## src/rtl/riscv_mductrl.sv

```systemverilog
// Execute-stage sequencer for the shared multi-cycle multiply/divide unit:
// issues start, counts the fixed latency, resolves divide special cases.
module riscv_mductrl #(
  parameter int WIDTH    = 64,
  parameter int MUL_LAT  = 4,
  parameter int DIV_LAT  = 65,
  parameter int DIVW_LAT = 33
) (
  input  logic             i_riscv_mductrl_clk,
  input  logic             i_riscv_mductrl_rst,
  input  logic [1:0]       i_riscv_mductrl_funcsel,
  input  logic [2:0]       i_riscv_mductrl_mulctrl,
  input  logic [2:0]       i_riscv_mductrl_divctrl,
  input  logic [WIDTH-1:0] i_riscv_mductrl_op1,
  input  logic [WIDTH-1:0] i_riscv_mductrl_op2,
  input  logic             i_riscv_mductrl_flush,
  input  logic             i_riscv_mductrl_mstall,
  output logic             o_riscv_mductrl_start,
  output logic [2:0]       o_riscv_mductrl_opq,
  output logic             o_riscv_mductrl_isdiv,
  output logic             o_riscv_mductrl_abort,
  output logic             o_riscv_mductrl_stall,
  output logic             o_riscv_mductrl_resvalid,
  output logic [1:0]       o_riscv_mductrl_special,
  output logic [1:0]       o_riscv_mductrl_resultsel
);

  localparam int MAX_LAT = (MUL_LAT > DIV_LAT) ?
                           ((MUL_LAT > DIVW_LAT) ? MUL_LAT : DIVW_LAT) :
                           ((DIV_LAT > DIVW_LAT) ? DIV_LAT : DIVW_LAT);
  localparam int CW = $clog2(MAX_LAT + 1);
  localparam logic [WIDTH-1:0] MOST_NEG = {1'b1, {(WIDTH-1){1'b0}}};

  typedef enum logic [1:0] {IDLE, BUSY, DONE} state_t;

  state_t        state;
  logic [CW-1:0] cnt;
  logic [2:0]    opq_q;
  logic          isdiv_q;
  logic [1:0]    special_q;

  logic          is_mul, is_div, is_w, issue, div_zero, div_ovf;
  logic [1:0]    special_d;
  logic [2:0]    ctrl_d;
  logic [CW-1:0] lat_m1;

  always_comb begin
    is_mul   = (i_riscv_mductrl_funcsel == 2'b01);
    is_div   = (i_riscv_mductrl_funcsel == 2'b10);
    is_w     = i_riscv_mductrl_divctrl[2];
    // Issue is gated by reset so every output reads zero while reset is held.
    issue    = i_riscv_mductrl_rst && (state == IDLE) && (is_mul || is_div) &&
               !i_riscv_mductrl_flush;
    div_zero = is_w ? (i_riscv_mductrl_op2[31:0] == 32'd0)
                    : (i_riscv_mductrl_op2 == '0);
    div_ovf  = !i_riscv_mductrl_divctrl[0] &&
               (is_w ? ((i_riscv_mductrl_op1[31:0] == 32'h8000_0000) &&
                        (i_riscv_mductrl_op2[31:0] == 32'hFFFF_FFFF))
                     : ((i_riscv_mductrl_op1 == MOST_NEG) &&
                        (i_riscv_mductrl_op2 == '1)));
    special_d = 2'b00;
    if (is_div) begin
      if (div_zero)     special_d = 2'b01;
      else if (div_ovf) special_d = 2'b10;
    end
    ctrl_d = is_div ? i_riscv_mductrl_divctrl : i_riscv_mductrl_mulctrl;
    lat_m1 = is_mul ? CW'(MUL_LAT - 1) :
             is_w   ? CW'(DIVW_LAT - 1) : CW'(DIV_LAT - 1);
  end

  always_ff @(posedge i_riscv_mductrl_clk or negedge i_riscv_mductrl_rst) begin
    if (!i_riscv_mductrl_rst) begin
      state     <= IDLE;
      cnt       <= '0;
      opq_q     <= 3'b000;
      isdiv_q   <= 1'b0;
      special_q <= 2'b00;
    end else if (i_riscv_mductrl_flush) begin
      state     <= IDLE;
      cnt       <= '0;
      special_q <= 2'b00;
    end else begin
      case (state)
        IDLE: if (issue) begin
          opq_q     <= ctrl_d;
          isdiv_q   <= is_div;
          special_q <= special_d;
          // Special cases bypass the unit and report on the next cycle.
          if (special_d != 2'b00) begin
            state <= DONE;
            cnt   <= '0;
          end else begin
            state <= BUSY;
            cnt   <= lat_m1;
          end
        end
        BUSY: begin
          if (cnt == CW'(1)) begin
            state <= DONE;
            cnt   <= '0;
          end else begin
            cnt <= cnt - CW'(1);
          end
        end
        DONE: if (!i_riscv_mductrl_mstall) begin
          state     <= IDLE;
          special_q <= 2'b00;
        end
        default: state <= IDLE;
      endcase
    end
  end

  always_comb begin
    o_riscv_mductrl_start     = issue && (special_d == 2'b00);
    o_riscv_mductrl_abort     = i_riscv_mductrl_flush && (state == BUSY);
    o_riscv_mductrl_stall     = !i_riscv_mductrl_flush && (issue || state == BUSY);
    o_riscv_mductrl_resvalid  = !i_riscv_mductrl_flush && (state == DONE);
    o_riscv_mductrl_resultsel = o_riscv_mductrl_resvalid ? (isdiv_q ? 2'b10 : 2'b01) : 2'b00;
    o_riscv_mductrl_special   = o_riscv_mductrl_resvalid ? special_q : 2'b00;
    // The unit sees the op code alongside start, then the latched copy.
    o_riscv_mductrl_opq       = issue ? ctrl_d : opq_q;
    o_riscv_mductrl_isdiv     = issue ? is_div : isdiv_q;
  end

endmodule
```

## config.mk

```make
export PLATFORM = sky130hd
export DESIGN_NAME = riscv_mductrl
export DESIGN_NICKNAME = d
export VERILOG_FILES = /design/src/rtl/riscv_mductrl.sv
export SDC_FILE = /design/constraint.sdc
export NUM_CORES = 1
export LEC_CHECK = 0
export ABC_AREA = 1
export ABC_CLOCK_PERIOD_IN_PS = 1790
export BUFFER_PORTS_ARGS = -buffer_cell sky130_fd_sc_hd__buf_2
export CAP_MARGIN = 25
export CORE_MARGIN = 2
export CORE_UTILIZATION = 38
export CTS_BUF_LIST = sky130_fd_sc_hd__clkbuf_8 sky130_fd_sc_hd__clkbuf_16
export DETAILED_ROUTE_END_ITERATION = 7
export PLACE_DENSITY = 0.81
export SLEW_MARGIN = 20
export SYNTH_ARGS = -nofsm -noshare
export SYNTH_HDL_FRONTEND = slang
export SYNTH_SLANG_ARGS = --single-unit
```

## constraint.sdc

```tcl
create_clock -name i_riscv_mductrl_clk -period 1.79 [get_ports i_riscv_mductrl_clk]
set_input_delay 0.179 -clock i_riscv_mductrl_clk [delete_from_list [all_inputs] [get_ports i_riscv_mductrl_clk]]
set_output_delay 0.179 -clock i_riscv_mductrl_clk [all_outputs]
set_load 0.02 [all_outputs]
```

* Word level (Yosys, flattened, before mapping)
Cells that the tools add are included.
** Cells by class
- Add/sub/neg operators :: 1
- Equal/unequal tests :: 12
- Multiplexer cells :: 27
- Bitwise operators :: 1
- Reduce and logical (&&, ||, !) cells :: 25
** Operators with widths (number)
- $eq 64x64->1 const B :: 2
- $eq 32x32->1 const B :: 2
- $logic_not 64->1 :: 1
- $mux 7 :: 6
- $logic_not 32->1 :: 1
- $mux 2 :: 13
- $pmux 7 s2 :: 1
- $logic_and 1x1->1 :: 10
- $ne 3x3->1 const B :: 3
- $eq 7x1->1 const B :: 1
- $sub 7x1->7 const B :: 1
- $mux 3 :: 2
- $pmux 2 s3 :: 1
- $reduce_and 3->1 :: 2
- $reduce_bool 3->1 :: 2
- $eq 2x1->1 const B :: 2
- $eq 2x2->1 const B :: 2
- $logic_not 2->1 :: 2
- $pmux 2 s2 :: 1
- $reduce_and 2->1 :: 2
- $mux 1 :: 3
- $logic_not 1->1 :: 2
- $logic_or 1x1->1 :: 2
- $reduce_bool 2->1 :: 1
- $not 1->1 :: 1
** Word-level totals
- Flip-flop bits (word level) :: 15
- Input bits :: 140
- Logic and storage cells :: 71

* Longest topological paths before layout
- Depth after elaboration :: 12
- Depth in mapped cells :: 14
- Gate-level depth less buffers :: 14

* Least setup slack after synthesis
Ideal clock, no wire load.
- Kind :: input to output
- Start :: in i_riscv_mductrl_funcsel[0]
- End :: out o_riscv_mductrl_opq[0]
- Arrival :: 1.627 ns
- Required time :: 1.611 ns
- Path slack :: -0.016 ns
- Stages on the path :: 7
- Cell sequence :: inv_1 ha_1 nand3b_1 nor2_1 inv_2 clkbuf_1 o31ai_1
** Between the ends
- Cells in the longest elaborated chain, start to end :: 5
- Elaborated cells on any way between the ends :: 7
- Classes of those cells :: eq/ne (2); mux (2); reduce/logical (3)
** RTL lines
- start, declared :: RTL line 11 : input logic [1:0] i_riscv_mductrl_funcsel,
- $eq 2x1->1 / $eq 2x2->1 (equally long branches) :: RTL line 48, 49
- $logic_or 1x1->1 :: RTL line 52 : issue = i_riscv_mductrl_rst && (state == IDLE) && (is_mul || is_div) &&
- $logic_and 1x1->1 (2 in series) :: RTL line 52
- $mux 3 *
- end, declared :: RTL line 19 : output logic [2:0] o_riscv_mductrl_opq,
Mark *: on every way between the ends. The rest lies on a longest branch, timed or not.

* Final worst setup path
- Start :: reg state[1]
- End :: out o_riscv_mductrl_opq[1]
** Between the ends
- Cells in the longest elaborated chain, start to end :: 5
** RTL lines
- start, declared :: RTL line 36 : state_t state;
- start signal, assigned :: RTL line 73 : state <= IDLE;
- start signal, assigned :: RTL line 79 : state <= IDLE;
- start signal, assigned :: RTL line 90 : state <= DONE;
- $logic_not 2->1 :: RTL line 52
- $logic_and 1x1->1 (3 in series) :: RTL line 52
- $mux 3
Every way passes these cells.

==> results.md <==
* Status: completed
* WL per Instance at 11.4 um
* Die H at 70.7 um
* Worst path max stage delay at 0.39 ns
* Count of unique library cells instantiated by Yosys at 29
* Final wirelength at 6000 um
* Die ar. at 0.00500 sq mm
* Final ANT Viol Nets at 0
* HPWL after DPL at 5160 um
* Commonest non-fill, non-tap cells in the layout: buf_2, nor2_1, nand2_1, inv_1
* Pwr dens at 557 mW/mm^2
* Area contributors post-synth: nor2_1, dfrtp_1, nand2_1
* Core Util, Final at 63.0%
* Sinks on Clock Net at 15
* Via count at 2517
* Total GRT Usage at 24.2%
* CTS root buffer: clkbuf_8
* # H-tree levels at 1
* RSZ-0062 raised after global routing: yes
* DR pass1 iterations at 4
* Ant diodes at 0
* Syn Nets at 454
* Commonest non-fill, non-tap cell in the layout: buf_2
* Hold Path Class: in2async
* Initial Util at 39.1%
* Clk slew on worst S/H paths at 0.06 ns
* CP Class: reg2out
* Worst path slowest cell: dfrtp_1
* Synth Area in Compound Gates at 8.59%
* Chip Width at 70.7 um
* Global-route wire length before repair at 9870 um
* Avg Cell Area, Syn at 5.45 sq um
* Final Max Tran Viols at 0
* Launch point of the worst reg-to-reg path: state[0]$_DFFE_PN0P_
* Vias in the first global route at 2445
* Crit path cell chain: nor2_2 > nand3b_1 > nor2_2 > inv_4 > o31ai_2 > buf_4
* Worst-path maximum fanout at 9
* Post-Synth Simple-Gate Area at 58.4%
* FF+latch count, synth at 15
* Post-synthesis mux area share at 0%
* Area of the core at 0.00432 sq mm
* GPL Wtd Cong at 0.852
* Synth Area in XOR/XNOR at 0.518%
* Synth warnings at 0
* Worst EP required at 1.61 ns
* CTS tree: done
* IO Port Bufs at 151
* Period minus WS final at 1.75 ns
* Crit path max-delay family: simple AND/OR/NAND/NOR gates
* Synth Cell Area at 0.00169 sq mm
* Largest net degree at the start of global routing at 16
* CP Launch Point: state[1]$_DFFE_PN0P_
* Arrival @ worst endpoint at 1.58 ns
* Number of synthesized flops with an enable pin at 0
* Peak Freq at 0.570 GHz
* Global route total overflow at 0
* Antenna violations before repair at 0
* Clk buf depth at 2
* CTS buffer count at 3
* DRT iter0 DRCs at 172
* Post-synth top area share at 23.1%
* Synth async-reset ratio at 100%
* Post-synthesis adder-cell area fraction at 2.96%
* Layout cells sized above 1 at 39.1%
* Sequential area share after synthesis at 22.2%
* Clk Latency, worst-skew pair at 0.26 ns
* Crit path capture type: primary output
* Bufs and invs on worst path at 2
* Final Hold Fails at 0
* Tcrit/Tclk final at 98.0%
* Finished Cell Area at 0.00272 sq mm
* Ys flop type: dfrtp_1
* Max_slew headroom at 81.4%
* Avg Vias per Cell at 4.77
* Max-cap viol count at 0
* Post-layout nets at 621
* Area leader, netlist: nor2_1
* Largest family of logic cells by synthesized area: simple AND/OR/NAND/NOR gates
* Peak VDD IR at 0.315 mV
* Core Rows at 24
* Cell area after placement at 0.00254 sq mm
* Layout area overhead at 61.1%
* Worst slew pin tran at 0.276 ns
* DRC at 0
* IO Count at 152
* # setup viols final at 0
* Leak at 1.52 nW
* CP most frequent cell: nor2_2
* Synthesized instance count at 310
* Startpoint types: flop
* Post-Route Skew at 0.00779 ns
-- state kept, by name, summed over array words and instances, names as in the netlist --
register / cells
state: 2
opq_q: 3
special_q: 2
cnt: 7
isdiv_q: 1
-- timing repair --
action / CTS / global route
setup buffers: 0 / 7
hold buffers: 1 / 0
hold endpoints to repair: 15 / 0
resized for setup: 1 / 19
endpoints found under the setup margin: 2 / 6
pin swaps: 0 / 8
-- path summary, 6_finish.rpt --
path / end / slack (ns) / cells past startpoint
worst max-delay path: o_riscv_mductrl_opq[1] / 0.04 / 6
worst min-delay path: cnt[3]$_DFFE_PN0P_ / 0.04 / 3
worst max register to register: state[1]$_DFFE_PN0P_ / 0.16 / 9
worst min register to register: opq_q[2]$_DFFE_PN0P_ / 0.48 / 2
max in group asynchronous: isdiv_q$_DFFE_PN0P_ / 1.56 / 3
min in group i_riscv_mductrl_clk: state[1]$_DFFE_PN0P_ / 0.20 / 3
-- metal layers --
metal	share of wire, %	global-route usage (%)	vias to the layer above
met2	49	42.7	106
met1	42	29.0	1077
li1	-	-	1319
met5	0	0	-
met3	6.8	4.42	15
met4	2.5	9.85	0
-- through the flow --
stage,power [mW],hold slack (ns),instances,TNS (ns),setup slack [ns]
floorplan,0.864,-0.117,310,-0.0325,-0.0163
global placement,1.15,0.146,516,0,0.159
detailed placement,1.17,0.148,516,0,0.0835
CTS,1.46,0.201,521,0,0.0135
global route,1.66,0.0688,528,-0.123,-0.0589
finish,1.52,0.0430,528,0,0.0354
-- cell type report --
type | instances | area (sq um)
fillers | 418 | 1600
multi-input cells | 262 | 1230
repair buffers | 163 | 883
flip-flops and latches | 15 | 375
inverters | 32 | 128
well taps | 52 | 65.1
clock buffers | 3 | 41.3
clock inverters | 1 | 5.00
-- power breakdown --
group / internal (mW) / total, mW / switching [mW] / leakage, nW
clock: 0.155 / 0.279 / 0.124 / 0.0255
combinational: 0.353 / 0.777 / 0.424 / 1.30
sequential: 0.412 / 0.462 / 0.0498 / 0.198
total: 0.920 / 1.52 / 0.597 / 1.52
-- Yosys cell counts, types with 2 or more instances --
library cell / n
nor2_1: 104
nand2_1: 80
inv_1: 28
dfrtp_1: 15
nand3_1: 15
nand4_1: 12
o21ai_0: 8
a21oi_1: 5
nor3_1: 5
o31ai_1: 5
ha_1: 4
inv_2: 4
nand3b_1: 4
nor2_2: 3
nand2_2: 2
nor3_2: 2
nor3b_1: 2
-- worst register-to-register path: stages (launching register included) --
cell	delay (ns)
dfrtp_1	0.38
buf_4	0.12
inv_1	0.04
nor2_1	0.19
inv_1	0.18
nor3_2	0.29
nor2_1	0.07
nand3_1	0.06
o21bai_1	0.10
nand2_1	0.08
-- cells by family after synthesis --
family,count (synthesis)
and+or+nand+nor,233
buffers and inverters,33
AOI/OAI and AO/OA,24
DFF,15
adders and majority gates,4
xor gates and xnor gates,1
Note: power is estimated with default switching activity, not from simulation.
